**config.mk**
```make
export PLATFORM = sky130hd
export DESIGN_NAME = signed_divider
export DESIGN_NICKNAME = d
export VERILOG_FILES = /design/src/rtl/div_pkg.sv /design/src/rtl/div_step.sv /design/src/rtl/signed_divider.sv
export SDC_FILE = /design/constraint.sdc
export NUM_CORES = 1
export LEC_CHECK = 0
export BUFFER_PORTS_ARGS = -buffer_cell sky130_fd_sc_hd__buf_2
export CAP_MARGIN = 15
export CORE_ASPECT_RATIO = 0.7
export CORE_MARGIN = 1.5
export CORE_UTILIZATION = 59
export CTS_CLUSTER_SIZE = 16
export DETAILED_ROUTE_END_ITERATION = 8
export PLACE_DENSITY = 0.9
export REMOVE_ABC_BUFFERS = 1
export SLEW_MARGIN = 20
export SYNTH_ARGS = -nofsm -noshare
export SYNTH_HDL_FRONTEND = slang
export SYNTH_HIERARCHICAL = 1
export SYNTH_SLANG_ARGS = --single-unit
```
**constraint.sdc**
```tcl
create_clock -name Clk -period 5.5 [get_ports Clk]
set_clock_uncertainty 0.2 [all_clocks]
set_input_delay 0.275 -clock Clk [delete_from_list [all_inputs] [get_ports Clk]]
set_output_delay 0.275 -clock Clk [all_outputs]
set_load 0.02 [all_outputs]
```
**src/rtl/div_pkg.sv**
```systemverilog
// div_pkg: shared types and constants for the signed restoring divider.
//   div_state_e : FSM state encoding (IDLE, PREP, ITER, FIX, HOLD)
//   DIV_WIDTH   : default operand width in bits
//   cnt_width() : iteration counter width derived from an operand width
package div_pkg;

    typedef enum logic [2:0] {
        S_IDLE = 3'd0,
        S_PREP = 3'd1,
        S_ITER = 3'd2,
        S_FIX  = 3'd3,
        S_HOLD = 3'd4
    } div_state_e;

    localparam int DIV_WIDTH = 8;

    // One extra bit so the counter can represent WIDTH itself.
    function automatic int cnt_width(input int w);
        return $clog2(w) + 1;
    endfunction

endpackage

```
**src/rtl/div_step.sv**
```systemverilog
// div_step: one combinational restoring-division iteration on magnitudes.
//   i_rem [W-1:0] : partial remainder R (always < i_mag)
//   i_quo [W-1:0] : quotient shift register Q (dividend bits shift out the top)
//   i_mag [W-1:0] : divisor magnitude M (unsigned, nonzero)
//   o_rem [W-1:0] : next remainder
//   o_quo [W-1:0] : next quotient, new bit in LSB
module div_step #(
    parameter int WIDTH = 8
) (
    input  logic [WIDTH-1:0] i_rem,
    input  logic [WIDTH-1:0] i_quo,
    input  logic [WIDTH-1:0] i_mag,
    output logic [WIDTH-1:0] o_rem,
    output logic [WIDTH-1:0] o_quo
);

    logic [WIDTH:0]   w_shift;
    logic [WIDTH+1:0] w_trial;
    logic             w_ok;
    logic             w_unused;

    // {R,Q} << 1: next dividend bit enters R. R < M <= 2^(W-1) keeps the
    // shifted value inside W bits; the extra bits only carry the trial sign.
    assign w_shift  = {i_rem, i_quo[WIDTH-1]};
    assign w_trial  = {1'b0, w_shift} - {2'b00, i_mag};
    assign w_ok     = ~w_trial[WIDTH+1];

    assign o_rem    = w_ok ? w_trial[WIDTH-1:0] : w_shift[WIDTH-1:0];
    assign o_quo    = {i_quo[WIDTH-2:0], w_ok};

    assign w_unused = ^{w_trial[WIDTH], w_shift[WIDTH]};

endmodule

```
**src/rtl/signed_divider.sv**
```systemverilog
// signed_divider: sequential signed restoring divider on the A/B register pair.
//   Clk              : clock, rising edge
//   Reset_Load_Clear : sync active-high reset; loads Bval <= SW, Aval <= 0
//   Run              : start request, one division per high level pulse
//   SW   [W-1:0]     : dividend on reset/load, divisor when a division starts
//   Aval [W-1:0]     : remainder (sign of dividend)
//   Bval [W-1:0]     : dividend / quotient (truncated toward zero)
//   Done             : result held and Run still high
//   DivZero          : last started division had divisor 0
//   Ovf              : last division was most-negative / -1
//   o_dbg_state      : current FSM state
// Handshake: Run is a level request; a division starts only from IDLE, and
// Run must be seen low in HOLD before the next start is accepted.
module signed_divider
    import div_pkg::*;
#(
    parameter int WIDTH = DIV_WIDTH
) (
    input  logic             Clk,
    input  logic             Reset_Load_Clear,
    input  logic             Run,
    input  logic [WIDTH-1:0] SW,
    output logic [WIDTH-1:0] Aval,
    output logic [WIDTH-1:0] Bval,
    output logic             Done,
    output logic             DivZero,
    output logic             Ovf,
    output div_state_e       o_dbg_state
);

    localparam int               CNT_W    = cnt_width(WIDTH);
    localparam logic [WIDTH-1:0] MOST_NEG = {1'b1, {(WIDTH-1){1'b0}}};
    localparam logic [WIDTH-1:0] MINUS_1  = {WIDTH{1'b1}};

    div_state_e       r_state;
    logic [CNT_W-1:0] r_cnt;
    logic [WIDTH-1:0] r_aval, r_bval, r_rem, r_quo, r_mag;
    logic             r_sn, r_sd, r_ovf_pend;
    logic             r_done, r_dz, r_ovf;

    logic [WIDTH-1:0] w_abs_b, w_abs_sw, w_rem_nxt, w_quo_nxt;

    // Two's-complement magnitude read as unsigned: MOST_NEG maps to 2^(W-1).
    assign w_abs_b  = r_bval[WIDTH-1] ? -r_bval : r_bval;
    assign w_abs_sw = SW[WIDTH-1]     ? -SW     : SW;

    div_step #(.WIDTH(WIDTH)) u_step (
        .i_rem (r_rem),
        .i_quo (r_quo),
        .i_mag (r_mag),
        .o_rem (w_rem_nxt),
        .o_quo (w_quo_nxt)
    );

    always_ff @(posedge Clk) begin
        if (Reset_Load_Clear) begin
            r_state    <= S_IDLE;
            r_bval     <= SW;
            r_aval     <= '0;
            r_done     <= 1'b0;
            r_dz       <= 1'b0;
            r_ovf      <= 1'b0;
            r_cnt      <= '0;
            r_rem      <= '0;
            r_quo      <= '0;
            r_mag      <= '0;
            r_sn       <= 1'b0;
            r_sd       <= 1'b0;
            r_ovf_pend <= 1'b0;
        end else begin
            case (r_state)
                S_IDLE: begin
                    r_done <= 1'b0;
                    if (Run) r_state <= S_PREP;
                end
                S_PREP: begin
                    r_sn       <= r_bval[WIDTH-1];
                    r_sd       <= SW[WIDTH-1];
                    r_quo      <= w_abs_b;
                    r_mag      <= w_abs_sw;
                    r_rem      <= '0;
                    r_cnt      <= '0;
                    r_ovf      <= 1'b0;
                    r_ovf_pend <= (r_bval == MOST_NEG) && (SW == MINUS_1);
                    if (SW == '0) begin
                        r_dz    <= 1'b1;
                        r_done  <= Run;
                        r_state <= S_HOLD;
                    end else begin
                        r_dz    <= 1'b0;
                        r_state <= S_ITER;
                    end
                end
                S_ITER: begin
                    r_rem <= w_rem_nxt;
                    r_quo <= w_quo_nxt;
                    r_cnt <= r_cnt + 1'b1;
                    if (r_cnt == CNT_W'(WIDTH - 1)) r_state <= S_FIX;
                end
                S_FIX: begin
                    // Most-negative / -1 falls out naturally: Q = 2^(W-1)
                    // negates back to MOST_NEG and R = 0; only the flag is extra.
                    r_bval  <= (r_sn ^ r_sd) ? -r_quo : r_quo;
                    r_aval  <= r_sn ? -r_rem : r_rem;
                    r_ovf   <= r_ovf_pend;
                    r_done  <= Run;
                    r_state <= S_HOLD;
                end
                S_HOLD: begin
                    if (!Run) begin
                        r_done  <= 1'b0;
                        r_state <= S_IDLE;
                    end else begin
                        r_done  <= 1'b1;
                    end
                end
                default: r_state <= S_IDLE;
            endcase
        end
    end

    assign Aval        = r_aval;
    assign Bval        = r_bval;
    assign Done        = r_done;
    assign DivZero     = r_dz;
    assign Ovf         = r_ovf;
    assign o_dbg_state = r_state;

endmodule

```
# Yosys cells after proc, flatten, opt, wreduce, memory -nomap -nowiden
# Cells that the tools add are included.
# word_totals
register_bits	53
out_inout_bits	22
wordCells	61
# classes
addsub	6
eq_ne	11
n_mux	20
n_bitwise	2
n_reduce_logical	9
# ops
cell	count
$mux W8	7
$neg A8 Y8	4
$pmux W8 S2	2
$eq A8 B8 Y1 const B	2
$pmux W3 S5	1
$mux W3	4
$sub A9 B8 Y10	1
$logic_not A8 Y1	1
$ne A2 B2 Y1 const B	4
$pmux W4 S2	1
$eq A3 B2 Y1 const B	2
$reduce_bool A2 Y1	3
$add A4 B1 Y4 const B	1
$eq A4 B3 Y1 const B	1
$pmux W1 S4	1
$reduce_bool A4 Y1	1
$eq A3 B1 Y1 const B	1
$eq A3 B3 Y1 const B	1
$logic_not A3 Y1	1
$mux W1	3
$reduce_and A3 Y1	1
$pmux W1 S2	1
$reduce_and A2 Y1	1
$logic_and A1 B1 Y1	1
2 further kinds	2

# Longest topological paths before layout
# depth
word_depth	4
ltp_mapped	10

# Hierarchy
# The synthesis kept the hierarchy.
# by_module_without_submodules
module	n_inst	cells_each	area_each_um2	seq_area_each_um2
signed_divider	1	308	2721.4	1141.1
div_step	1	68	556.8	0.0

# Worst setup path after synthesis
# No wires, ideal clock.
# synth_timing
path_type	reg2reg
startpoint	reg r_quo[7]
endpoint	reg r_rem[6]
setup_ns	0.128
arrival_ns	1.979
setup_slack_ns	3.194
stages_incl_launch_ff	11
synth_period_minus_slack_ns	2.306
path_cell_list	dfxtp_1 -> inv_1 -> ha_1 -> fa_1 -> nor2b_1 -> o31a_1 -> mux2i_1 -> nand2_1 -> mux2_4 -> a22oi_1 -> nor2_1
# synth_via
elab_chain_cells	3
# synth_rtl
item	line_no	source
from (decl)	signed_divider.sv:37	logic [WIDTH-1:0] r_aval, r_bval, r_rem, r_quo, r_mag;
from (signal assigned)	signed_divider.sv:79	r_quo <= w_abs_b;
from (signal assigned)	signed_divider.sv:96	r_quo <= w_quo_nxt;
$sub A9 B8 Y10	div_step.sv:25	assign w_trial = {1'b0, w_shift} - {2'b00, i_mag};
$mux W8	div_step.sv:28	assign o_rem = w_ok ? w_trial[WIDTH-1:0] : w_shift[WIDTH-1:0];
via w_rem_nxt[6]	signed_divider.sv:41	logic [WIDTH-1:0] w_abs_b, w_abs_sw, w_rem_nxt, w_quo_nxt;
$pmux W8 S2	signed_divider.sv:71	case (r_state)
to (signal assigned)	signed_divider.sv:95	r_rem <= w_rem_nxt;
to (decl)	signed_divider.sv:37	
# The timed path passes the listed nets, and every way through them passes these cells.
# A chain may end at the register's enable or synchronous reset.

# Worst setup path in the final report
# Ends and elaborated chain as after synthesis.

==> summary.md <==
| Metric | Value |
|---|---|
| Reported max-cap violation count | `0` |
| Simple logic cell fraction of the synthesized area | `18.7%` |
| Top-level I/O count | `33` |
| Cell family contributing the most delay on the critical path | `adder cells` |
| Share of the clock period used by the worst path | `45.7%` |
| Die Ht | `between 60 and 70 um` |
| Number of clock sinks | `53` |
| Site row count | `22` |
| Via count of the first global-routing pass | `2,729` |
| Non-filler cells, final | `463` |
| Top layer reached by signal wires | `met4` |
| Met2 Routed Length | `between 3000 and 4000 um` |
| Setup repair after global routing missed its margin | `false` |
| Layout area overhead | `7.75%` |
| Hold-fix buffers at CTS | `0` |
| Number of buffers inserted by post-CTS setup repair | `0` |
| Total GRT Usage | `26.9%` |
| Die area | `6020 um^2` |
| Number of clock buffers inserted by TritonCTS | `5` |
| Required time of the critical path | `5.48 ns` |
| Clock H-tree levels | `2` |
| Worst max-slew margin expressed relative to the limit | `about a third` |
| Wire length of the first global-routing pass | `between 10,000 and 15,000 um` |
| Highest clock rate | `397 MHz` |
| Biggest area consumer among synthesized cells | `sky130_fd_sc_hd__dfxtp_1` |
| DPL Wire Length | `5580 um` |
| Ys flop type | `sky130_fd_sc_hd__dfxtp_1` |
| Distinct cells, synth | `57` |
| Routed length on met3 | `791 um` |
| Adder and majority gate portion of the synthesized area | `~6.0%` |
| Last weighted congestion value of the routability-driven placer | `0.866` |
| Worst-margin pin slew | `between 0.9 and 1 ns` |
| TritonCTS clock tree | `done` |
| Area share of xor/xnor cells in the synthesized design | `roughly 6.4%` |
| Hold violation count in the final report | `0` |
| Routed len/inst | `16.3 um` |
| Number of input and output port buffers inserted | `32` |
| Result of the run | `completed` |
| Bufs on Longest Clock Path | `2` |
| Pin count of the biggest net entering global routing | `just under 50` |
| Crit path launch type | `flop` |
| Synthesized-area fraction occupied by ao, oa, aoi and oai cells | `about a fifth` |
| Number of flops mapped to enable cells by yosys | `8` |
| Type of the worst setup path | `flop to flop` |
| Register Area | `1140 um^2` |
| Routed metal-1 wire length | `3290 um` |
| Register clock-pin slew on the reported worst setup and hold paths | `0.10 ns` |
| Yosys warns | `6` |
| Number of buffer and inverter instances along the worst setup path | `1` |
| Tightest hold margin | `between 0.06 and 0.07 ns` |
| Slowest stage delay, CP | `around 0.40 ns` |
| Post-synthesis async set-or-reset flop share | `0%` |
| Iteration count of the initial detailed-routing pass | `6` |
| Period minus WS final | `between 2 and 3 ns` |
| Initial antenna violation count | `0` |
| Fraction of synthesized area in multiplexers | `7.40%` |
| Most instantiated library cell after synthesis | `sky130_fd_sc_hd__dfxtp_1` |
| List of cells traversed by the critical path | `inv_1, ha_1, fa_1, nor2b_1, o31a_1, mux2i_1, nand2_1, mux2_4, a22oi_1, nor2_1` |
| Cell count after synthesis | `376` |
| Aggregate negative setup slack | `0 ns` |
| Final layout net count | `416` |
| Final routed DRC violation total | `0` |
| Main combinational cell family by area after synthesis | `compound AO/OA/AOI/OAI gates` |
| #FFs+latches synth | `53` |
| Initial drt markers | `around 220` |
| Post-route antenna net violation count | `0` |
| Highest fanout seen on the critical path | `3` |
| Total overflow reported by the global router | `0` |
| Leakage | `0.00146 uW` |
| Combined area of all synthesized cells | `~3300 um^2` |
| Yosys top cell area share | `27.5%` |
| Post-placement cell count | `455` |
| Width of the die | `slightly above 90 um` |
| Core outline area | `5290 um^2` |
| Via count | `2,835` |
| Max Transition Viols Final | `0` |
| Commonest cells in the netlist | `sky130_fd_sc_hd__dfxtp_1, sky130_fd_sc_hd__nor2_1, sky130_fd_sc_hd__nand2_1, sky130_fd_sc_hd__inv_1, sky130_fd_sc_hd__a21oi_1` |
| Fraction of final layout cells sized beyond drive strength 1 | `between 10% and 20%` |
| Starting density of the core | `just over 60%` |
| Number of antenna repair diodes | `0` |
| Final Setup Violations | `0` |
| Largest cells by area after synthesis | `sky130_fd_sc_hd__dfxtp_1, sky130_fd_sc_hd__edfxtp_1, sky130_fd_sc_hd__ha_1, sky130_fd_sc_hd__xor2_1, sky130_fd_sc_hd__nor2_1` |
| Skew-Pair Late Insertion Delay | `0.31 ns` |
| Combined area of the multi-input logic cells | `1900 um^2` |
| Fraction of the yosys area taken by sequential cells | `34.8%` |
| Power density relative to cell area | `294 nW/um^2` |
| Worst path arrival time | `2.50 ns` |
| Max IR drop VDD | `136 uV` |
| Filler cell count in the final layout | `about 440` |
| Post-detailed-routing wire length | `7530 um` |
| Sort of element at the end of the critical path | `flop` |
| CTS root buffer | `sky130_fd_sc_hd__clkbuf_8` |
| Via density per instance | `6.12` |
| Kind of path behind the tightest hold check | `input port to flop` |
| Slowest stage cell on the critical path | `sky130_fd_sc_hd__fa_1` |
| Synthesized area divided by synthesized cell count | `8.72 um^2` |
| Post-cts gate resize count | `0` |
cell type report:
type | count | area share (%)
Clock buffer | 5 | 1.95
Clock inverter | 3 | 1.84
Inverter | 24 | 2.55
Multi-Input combinational cell | 272 | 53.8
Sequential cell | 53 | 32.3
Tap cell | 72 | 2.55
Timing Repair Buffer | 34 | 4.96
worst register-to-register path, stage by stage (launching register included):
cell and delay, ns:
sky130_fd_sc_hd__dfxtp_1 0.38, sky130_fd_sc_hd__inv_1 0.08, sky130_fd_sc_hd__ha_1 0.23, sky130_fd_sc_hd__fa_1 0.40, sky130_fd_sc_hd__nor2b_1 0.16, sky130_fd_sc_hd__o31a_1 0.18
sky130_fd_sc_hd__mux2i_1 0.19, sky130_fd_sc_hd__nand2_1 0.07, sky130_fd_sc_hd__mux2_4 0.26, sky130_fd_sc_hd__a22oi_1 0.18, sky130_fd_sc_hd__nor2_1 0.06
cells by family (layout without fill, tap and decap cells):
logic type	Yosys count	count (layout)
AND/OR/NAND/NOR	119	119
AO/OA/AOI/OAI	93	93
flip-flops	53	53
buffers and inverters	51	66
XOR/XNOR	24	24
multiplexers	21	21
adder cells (fa/ha/maj)	15	15
through the flow:
step,worst slack [ns],total power [uW],cell area (um^2),utilization [%]
after floorplan,3.20,662,3130,-
after global placement,3.07,722,3400,64.3
after detailed placement,3.02,734,3400,64.3
after CTS,3.00,1040,3530,66.8
after global routing,2.86,1090,3530,66.8
final,2.98,1040,3530,66.8
worst paths after layout:
kind | start | endpoint | slack [ns] | cells past startpoint
max | r_quo[7]$_SDFFE_PP0P_ | r_rem[6]$_SDFFE_PP0P_ | 2.98 | 10
min | Run | o_dbg_state[2]$_SDFFE_PP0P_ | 0.07 | 3
max reg2reg | r_quo[7]$_SDFFE_PP0P_ | r_rem[6]$_SDFFE_PP0P_ | 2.98 | 10
min reg2reg | DivZero$_SDFFE_PP0P_ | DivZero$_SDFFE_PP0P_ | 0.26 | 2
metal layers:
layer / vias up / track usage, %
met5: - / 0
met4: 0 / 9.62
met3: 16 / 7.41
met2: 152 / 42.5
met1: 1315 / 35.6
li1: 1352 / -
state kept, by name, indices dropped and copies added, names as in the netlist:
signal and count:
Aval 8, Bval 8, DivZero 1, Done 1, Ovf 1, o_dbg_state 3, r_cnt 4, r_mag 8
r_ovf_pend 1, r_quo 8, r_rem 8, r_sd 1, r_sn 1
report_power, final:
part / leakage, uW / switching (uW) / internal (uW)
Combinational: 0.000945 / 155 / 125
Clock: 0.0000681 / 126 / 181
Sequential: 0.000446 / 33.6 / 419
placed cells by master (no fill, tap or decap), types with 7 or more instances in the layout:
| cell type | n |
|---|---|
| sky130_fd_sc_hd__dfxtp_1 | 45 |
| sky130_fd_sc_hd__nor2_1 | 38 |
| sky130_fd_sc_hd__buf_2 | 32 |
| sky130_fd_sc_hd__nand2_1 | 25 |
| sky130_fd_sc_hd__inv_1 | 24 |
| sky130_fd_sc_hd__a21oi_1 | 22 |
| sky130_fd_sc_hd__xor2_1 | 17 |
| sky130_fd_sc_hd__ha_1 | 14 |
| sky130_fd_sc_hd__o21ai_0 | 13 |
| sky130_fd_sc_hd__a211oi_1 | 13 |
| sky130_fd_sc_hd__mux2i_1 | 10 |
| sky130_fd_sc_hd__a22oi_1 | 10 |
| sky130_fd_sc_hd__nand2b_1 | 9 |
| sky130_fd_sc_hd__nor2b_1 | 9 |
| sky130_fd_sc_hd__edfxtp_1 | 8 |
| sky130_fd_sc_hd__xnor2_1 | 7 |
| sky130_fd_sc_hd__nor3_1 | 7 |
(Power assumes the default switching activity.)
